## src/rtl/arith_seq_unit_if.sv

```systemverilog
// Operand/result bundle for arith_seq_unit: valid/ready on the operand side and on the result side.
// The master drives operands and result acceptance; the slave returns results and flags.
interface arith_seq_unit_if #(
    parameter int WIDTH = 8
);
    logic             in_valid;
    logic             in_ready;
    logic [2:0]       op;
    logic [WIDTH-1:0] a;
    logic [WIDTH-1:0] b;
    logic             out_valid;
    logic             out_ready;
    logic [WIDTH-1:0] result;
    logic [WIDTH-1:0] result_hi;
    logic             carry;
    logic             div_zero;
    logic             illegal_op;

    modport master (
        output in_valid, op, a, b, out_ready,
        input  in_ready, out_valid, result, result_hi, carry, div_zero, illegal_op
    );

    modport slave (
        input  in_valid, op, a, b, out_ready,
        output in_ready, out_valid, result, result_hi, carry, div_zero, illegal_op
    );
endinterface

```

## src/rtl/arith_seq_unit.sv

```systemverilog
// Sequential ADD/SUB/MUL/DIV/MOD unit; 1 cycle for add/sub/illegal/div-by-zero, WIDTH+1 for mul/div/mod.
// One op in flight; DONE holds results stable until out_ready, in_ready only in IDLE.
module arith_seq_unit #(
    parameter int WIDTH = 8
) (
    input  logic               clk,
    input  logic               rst_n,
    arith_seq_unit_if.slave    bus
);
    localparam int CW = $clog2(WIDTH);

    localparam logic [2:0] OP_ADD = 3'd0;
    localparam logic [2:0] OP_SUB = 3'd1;
    localparam logic [2:0] OP_MUL = 3'd2;
    localparam logic [2:0] OP_DIV = 3'd3;
    localparam logic [2:0] OP_MOD = 3'd4;

    typedef enum logic [1:0] {IDLE, CALC, DONE} state_t;

    state_t           state_q, state_d;
    logic [CW-1:0]    cnt_q, cnt_d;
    logic [2:0]       op_q, op_d;
    logic [WIDTH-1:0] opnd_q, opnd_d;
    logic [WIDTH-1:0] hi_q, hi_d;
    logic [WIDTH-1:0] lo_q, lo_d;
    logic [WIDTH-1:0] res_q, res_d;
    logic [WIDTH-1:0] res_hi_q, res_hi_d;
    logic             carry_q, carry_d;
    logic             div_zero_q, div_zero_d;
    logic             illegal_q, illegal_d;

    logic [WIDTH:0]   addsub;
    logic [WIDTH:0]   mul_sum;
    logic [WIDTH-1:0] mul_hi_n, mul_lo_n;
    logic [WIDTH:0]   div_shift, div_diff;
    logic [WIDTH-1:0] rem_n, quo_n;

    // hi/lo hold {product high, multiplier->product low} for MUL and {remainder, dividend->quotient} for DIV/MOD
    always_comb begin
        addsub    = (bus.op == OP_SUB) ? ({1'b0, bus.a} - {1'b0, bus.b})
                                       : ({1'b0, bus.a} + {1'b0, bus.b});
        mul_sum   = {1'b0, hi_q} + {1'b0, (lo_q[0] ? opnd_q : {WIDTH{1'b0}})};
        mul_hi_n  = mul_sum[WIDTH:1];
        mul_lo_n  = {mul_sum[0], lo_q[WIDTH-1:1]};
        div_shift = {hi_q, lo_q[WIDTH-1]};
        div_diff  = div_shift - {1'b0, opnd_q};
        // The running remainder is below the divisor, so a set top bit means the trial went negative
        rem_n     = div_diff[WIDTH] ? div_shift[WIDTH-1:0] : div_diff[WIDTH-1:0];
        quo_n     = {lo_q[WIDTH-2:0], ~div_diff[WIDTH]};
    end

    always_comb begin
        state_d    = state_q;
        cnt_d      = cnt_q;
        op_d       = op_q;
        opnd_d     = opnd_q;
        hi_d       = hi_q;
        lo_d       = lo_q;
        res_d      = res_q;
        res_hi_d   = res_hi_q;
        carry_d    = carry_q;
        div_zero_d = div_zero_q;
        illegal_d  = illegal_q;
        case (state_q)
            IDLE: begin
                if (bus.in_valid) begin
                    op_d       = bus.op;
                    hi_d       = '0;
                    cnt_d      = '0;
                    res_d      = '0;
                    res_hi_d   = '0;
                    carry_d    = 1'b0;
                    div_zero_d = 1'b0;
                    illegal_d  = 1'b0;
                    state_d    = DONE;
                    case (bus.op)
                        OP_ADD, OP_SUB: begin
                            res_d   = addsub[WIDTH-1:0];
                            carry_d = addsub[WIDTH];
                        end
                        OP_MUL: begin
                            opnd_d  = bus.a;
                            lo_d    = bus.b;
                            cnt_d   = CW'(WIDTH - 1);
                            state_d = CALC;
                        end
                        OP_DIV, OP_MOD: begin
                            if (bus.b == '0) begin
                                div_zero_d = 1'b1;
                                res_d      = (bus.op == OP_DIV) ? {WIDTH{1'b1}} : bus.a;
                            end else begin
                                opnd_d  = bus.b;
                                lo_d    = bus.a;
                                cnt_d   = CW'(WIDTH - 1);
                                state_d = CALC;
                            end
                        end
                        default: illegal_d = 1'b1;
                    endcase
                end
            end
            CALC: begin
                if (op_q == OP_MUL) begin
                    hi_d = mul_hi_n;
                    lo_d = mul_lo_n;
                end else begin
                    hi_d = rem_n;
                    lo_d = quo_n;
                end
                if (cnt_q == '0) begin
                    state_d = DONE;
                    if (op_q == OP_MUL) begin
                        res_d    = mul_lo_n;
                        res_hi_d = mul_hi_n;
                    end else begin
                        res_d    = (op_q == OP_DIV) ? quo_n : rem_n;
                    end
                end else begin
                    cnt_d = cnt_q - 1'b1;
                end
            end
            DONE: begin
                if (bus.out_ready) state_d = IDLE;
            end
            default: state_d = IDLE;
        endcase
    end

    always_ff @(posedge clk or negedge rst_n) begin
        if (!rst_n) begin
            state_q    <= IDLE;
            cnt_q      <= '0;
            op_q       <= '0;
            opnd_q     <= '0;
            hi_q       <= '0;
            lo_q       <= '0;
            res_q      <= '0;
            res_hi_q   <= '0;
            carry_q    <= 1'b0;
            div_zero_q <= 1'b0;
            illegal_q  <= 1'b0;
        end else begin
            state_q    <= state_d;
            cnt_q      <= cnt_d;
            op_q       <= op_d;
            opnd_q     <= opnd_d;
            hi_q       <= hi_d;
            lo_q       <= lo_d;
            res_q      <= res_d;
            res_hi_q   <= res_hi_d;
            carry_q    <= carry_d;
            div_zero_q <= div_zero_d;
            illegal_q  <= illegal_d;
        end
    end

    assign bus.in_ready   = (state_q == IDLE);
    assign bus.out_valid  = (state_q == DONE);
    assign bus.result     = res_q;
    assign bus.result_hi  = res_hi_q;
    assign bus.carry      = carry_q;
    assign bus.div_zero   = div_zero_q;
    assign bus.illegal_op = illegal_q;
endmodule

```

## src/flat_wrapper.sv

```systemverilog
// flat-port wrapper written by rule: the top's interface ports become plain ports
module arith_seq_unit_flat 
#(
    parameter int WIDTH = 8
)
  (clk, rst_n, bus_in_valid, bus_op, bus_a, bus_b, bus_out_ready, bus_in_ready, bus_out_valid, bus_result, bus_result_hi, bus_carry, bus_div_zero, bus_illegal_op);
  arith_seq_unit_if #(.WIDTH(WIDTH)) bus_i ();
  input  logic clk;
  input  logic rst_n;
  input wire logic [$bits(bus_i.in_valid)-1:0] bus_in_valid;
  input wire logic [$bits(bus_i.op)-1:0] bus_op;
  input wire logic [$bits(bus_i.a)-1:0] bus_a;
  input wire logic [$bits(bus_i.b)-1:0] bus_b;
  input wire logic [$bits(bus_i.out_ready)-1:0] bus_out_ready;
  output wire logic [$bits(bus_i.in_ready)-1:0] bus_in_ready;
  output wire logic [$bits(bus_i.out_valid)-1:0] bus_out_valid;
  output wire logic [$bits(bus_i.result)-1:0] bus_result;
  output wire logic [$bits(bus_i.result_hi)-1:0] bus_result_hi;
  output wire logic [$bits(bus_i.carry)-1:0] bus_carry;
  output wire logic [$bits(bus_i.div_zero)-1:0] bus_div_zero;
  output wire logic [$bits(bus_i.illegal_op)-1:0] bus_illegal_op;
  assign bus_i.in_valid = bus_in_valid;
  assign bus_i.op = bus_op;
  assign bus_i.a = bus_a;
  assign bus_i.b = bus_b;
  assign bus_i.out_ready = bus_out_ready;
  assign bus_in_ready = bus_i.in_ready;
  assign bus_out_valid = bus_i.out_valid;
  assign bus_result = bus_i.result;
  assign bus_result_hi = bus_i.result_hi;
  assign bus_carry = bus_i.carry;
  assign bus_div_zero = bus_i.div_zero;
  assign bus_illegal_op = bus_i.illegal_op;
  arith_seq_unit #(.WIDTH(WIDTH)) u_core (.clk(clk), .rst_n(rst_n), .bus(bus_i));
endmodule
```

## config.mk

```make
export PLATFORM = sky130hd
export DESIGN_NAME = arith_seq_unit_flat
export DESIGN_NICKNAME = d
export VERILOG_FILES = /design/src/rtl/arith_seq_unit_if.sv /design/src/rtl/arith_seq_unit.sv /design/src/flat_wrapper.sv
export SDC_FILE = /design/constraint.sdc
export NUM_CORES = 1
export LEC_CHECK = 0
export ABC_CLOCK_PERIOD_IN_PS = 4100
export CAP_MARGIN = 20
export CORE_ASPECT_RATIO = 0.8
export CORE_MARGIN = 3
export CORE_UTILIZATION = 65
export CTS_CLUSTER_DIAMETER = 60
export DETAILED_ROUTE_END_ITERATION = 10
export DONT_BUFFER_PORTS = 1
export GPL_TIMING_DRIVEN = 0
export PLACE_DENSITY = 0.85
export SLEW_MARGIN = 20
export SYNTH_ARGS = -nofsm -noshare
export SYNTH_HDL_FRONTEND = slang
export SYNTH_SLANG_ARGS = --single-unit
```

## constraint.sdc

```tcl
create_clock -name clk -period 4.1 [get_ports clk]
set_input_delay 0.205 -clock clk [delete_from_list [all_inputs] [get_ports clk]]
set_output_delay 0.205 -clock clk [all_outputs]
set_load 0.01 [all_outputs]
```

==> flow_summary.json <==
{
  "status": "finished, final reports clean",
  "maxSlewHeadroom": 0.434,
  "cp-end-kind": "flop",
  "place_congestion": 0.987,
  "ys_seq_area_frac": 0.295,
  "hold_viol": 0,
  "rows": 25,
  "cts_max_path_buffers": 2,
  "die_w_um": 97.3,
  "mostFrequentLayoutCell": "nand2_1",
  "grt_util_all_layers": 0.326,
  "syn_area_um2": 4330,
  "ys.flop_type": "dfrtp_1",
  "via_per_inst": 6.74,
  "path_clk_slew_ps": 110,
  "start_util": 0.703,
  "insertion_delay_ps": 320,
  "yosys.area_share.adder": 0.0919,
  "synth_fp_nets": 584,
  "die_h_um": 79.0,
  "arrival_ps": 3180,
  "synth-simple-area-share": 0.234,
  "drv_slew": 0,
  "synth_top_family_by_area": "simple AND/OR/NAND/NOR gates",
  "ir_drop_mv": 0.357,
  "n_antenna_cell": 0,
  "clock_skew_ps": 10.5,
  "layout_common_cells": "68 x nand2_1, 51 x dfrtp_1, 46 x nor2_1, 46 x o21ai_0, 40 x a21oi_1",
  "rsz0062_at_grt": "no",
  "max_freq_ghz": 0.334,
  "ios": 44,
  "clockRootBuffer": "clkbuf_8",
  "nNetsFinal": 593,
  "synthXorXnorAreaFrac": 0.0384,
  "startpoint_type": "flop",
  "area_growth_syn_to_layout_pct": 5.89,
  "synth_enable_flop_cells": 0,
  "vias": 4193,
  "dr.pass1.iters": 8,
  "htreeDepth": 2,
  "worstSetupPathType": "reg2reg",
  "place_inst": 612,
  "drt-initial-drc-count": 544,
  "ctsResizeCount": 0,
  "synth_seq_cells": 51,
  "setup-tns-final_ps": 0,
  "grt_overflow": 0,
  "synth-compound-area-share": 0.223,
  "core_area_um2": 6160,
  "antenna_found_initial": 0,
  "setup_viol": 0,
  "p_per_area_nw_per_um2": 802,
  "synth.avg_cell_area_um2": 8.16,
  "synth_warnings": 0,
  "p_leak_nw": 2.10,
  "portBuffers": 0,
  "fin_crit_ps": 2990,
  "ant_nets": 0,
  "clkSinkCount": 51,
  "wl_per_cell_um": 19.9,
  "period_share": 0.730,
  "hold_path_class": "in2reg",
  "hpwlAfterDp_um": 9540,
  "grt_pass1_vias": 3903,
  "worstMarginPinSlew_ps": 850,
  "maxCapViolCount": 0,
  "dieArea_um2": 7680,
  "ys_types": 68,
  "async_flop_share": 1.00,
  "grt_pass1_wl_um": 19800,
  "crit_required_ps": 4290,
  "final_util": 0.744,
  "drc": 0,
  "numCtsBuffers": 5,
  "synth_mux_area_frac": 0.0722,
  "layout.cells.non_filler": 622,
  "worstPathMaxFanout": 7,
  "drive_above_1_share": 0.0739,
  "syn_inst": 531,
  "drt_wl_total_um": 12400,
  "grt_max_degree": 52,
  "cts_tree": "yes"
}
==> layout make-up <==
class	count	area, um^2
buffer	23	109
clock buffer	5	68.8
clock inverter	3	47.5
fill	473	1580
inverter	24	90.1
multi-input combinational	433	2860
sequential	51	1280
tap	81	101
timing repair buffer	2	37.5
==> critical path, stage by stage, from the launching register on <==
cell and delay (ps):
dfrtp_1 410, inv_1 120, ha_1 250, inv_1 90
fa_1 220, nand3_1 130, a211oi_1 430, mux2i_1 500
nor2_1 220, mux2i_1 340, o31ai_1 140
==> sequential cells by signal, indices dropped and copies added, names as in the netlist, 2 cells and up <==
signal,flops
u_core.opnd_q,8
u_core.cnt_q,3
u_core.hi_q,8
u_core.op_q,3
u_core.bus.result,8
u_core.bus.result_hi,8
u_core.state_q,2
u_core.lo_q,8
==> kinds of logic (layout without fill, tap and decap cells) <==
family,count (synthesis),in the layout
fa+ha+maj,30,30
flops,51,51
simple gates,205,205
mux,28,28
compound gates,151,151
buf+inv,47,57
xor+xnor,19,19
==> Yosys cell counts, types with 2 or more instances <==
| cell | n | share of area |
|---|---|---|
| nand2_1 | 68 | 0.059 |
| dfrtp_1 | 51 | 0.29 |
| nor2_1 | 46 | 0.040 |
| o21ai_0 | 46 | 0.053 |
| a21oi_1 | 40 | 0.046 |
| ha_1 | 27 | 0.078 |
| inv_1 | 24 | 0.021 |
| mux2i_1 | 20 | 0.046 |
| nand3_1 | 20 | 0.023 |
| clkbuf_1 | 11 | 0.0095 |
| nand2b_1 | 11 | 0.016 |
| nor3_1 | 11 | 0.013 |
| and2_1 | 10 | 0.014 |
| xor2_1 | 10 | 0.020 |
| and3_1 | 9 | 0.013 |
| nor2b_1 | 9 | 0.013 |
| xnor2_1 | 9 | 0.018 |
| buf_2 | 8 | 0.0092 |
| mux2_4 | 6 | 0.021 |
| o22ai_1 | 6 | 0.0087 |
| a211oi_1 | 5 | 0.0087 |
| o31ai_1 | 5 | 0.0087 |
| a22oi_1 | 4 | 0.0069 |
| a32o_1 | 4 | 0.0092 |
| o211ai_1 | 4 | 0.0069 |
| o21a_1 | 4 | 0.0069 |
| o221ai_1 | 4 | 0.0081 |
| a221oi_1 | 3 | 0.0061 |
| fa_1 | 3 | 0.014 |
| nor3b_1 | 3 | 0.0052 |
| o41ai_1 | 3 | 0.0061 |
| a211o_1 | 2 | 0.0040 |
| a21boi_0 | 2 | 0.0035 |
| a21o_1 | 2 | 0.0035 |
| a41oi_1 | 2 | 0.0040 |
| and3b_1 | 2 | 0.0040 |
| mux2_2 | 2 | 0.0052 |
| o32ai_1 | 2 | 0.0040 |
| or2_2 | 2 | 0.0029 |
| or3_1 | 2 | 0.0029 |
| or3b_2 | 2 | 0.0040 |
==> stage by stage <==
step	total power [mW]	setup slack [ps]	area [um^2]	hold slack (ps)
6_report	3.68	1110	4590	1.91
5_1_grt	3.94	1000	4590	4.63
4_1_cts	3.59	1210	4590	1.91
3_5_place_dp	3.19	1120	4430	-89.5
3_3_place_gp	3.08	1210	4430	-89.2
2_1_floorplan	2.63	1600	4330	-90.6
==> path summary, 6_finish.rpt <==
| check | start | end | slack (ps) | cells past startpoint |
|---|---|---|---|---|
| worst min-delay path | bus_op[2] | u_core.op_q[2]$_DFFE_PN0P_ | 2 | 2 |
| max in group asynchronous | rst_n | u_core.opnd_q[2]$_DFFE_PN0P_ | 3470 | 2 |
| min in group asynchronous | rst_n | u_core.lo_q[5]$_DFFE_PN0P_ | 390 | 2 |
| worst min register to register | u_core.op_q[1]$_DFFE_PN0P_ | u_core.op_q[1]$_DFFE_PN0P_ | 530 | 2 |
| worst max-delay path | u_core.lo_q[7]$_DFFE_PN0P_ | u_core.bus.result[1]$_DFFE_PN0P_ | 1110 | 10 |
| worst max register to register | u_core.lo_q[7]$_DFFE_PN0P_ | u_core.bus.result[1]$_DFFE_PN0P_ | 1110 | 10 |
==> layer usage <==
| layer | GRT usage | vias to the layer above | wire length [um] |
|---|---|---|---|
| li1 | - | 1934 | - |
| met1 | 0.444 | 1912 | 4900 |
| met2 | 0.503 | 299 | 5210 |
| met3 | 0.101 | 48 | 1900 |
| met4 | 0.0941 | 0 | 340 |
| met5 | 0 | - | 0 |
==> what timing repair did <==
item	in CTS	in global routing
setup buffers	0	0
hold buffers	2	0
hold endpoints to repair	51	0
==> power breakdown <==
part           switching [mW]  internal, mW
clock network           0.190         0.185
logic                    1.36         0.930
registers               0.293         0.721
No activity file was read; power rests on OpenSTA's default activity.
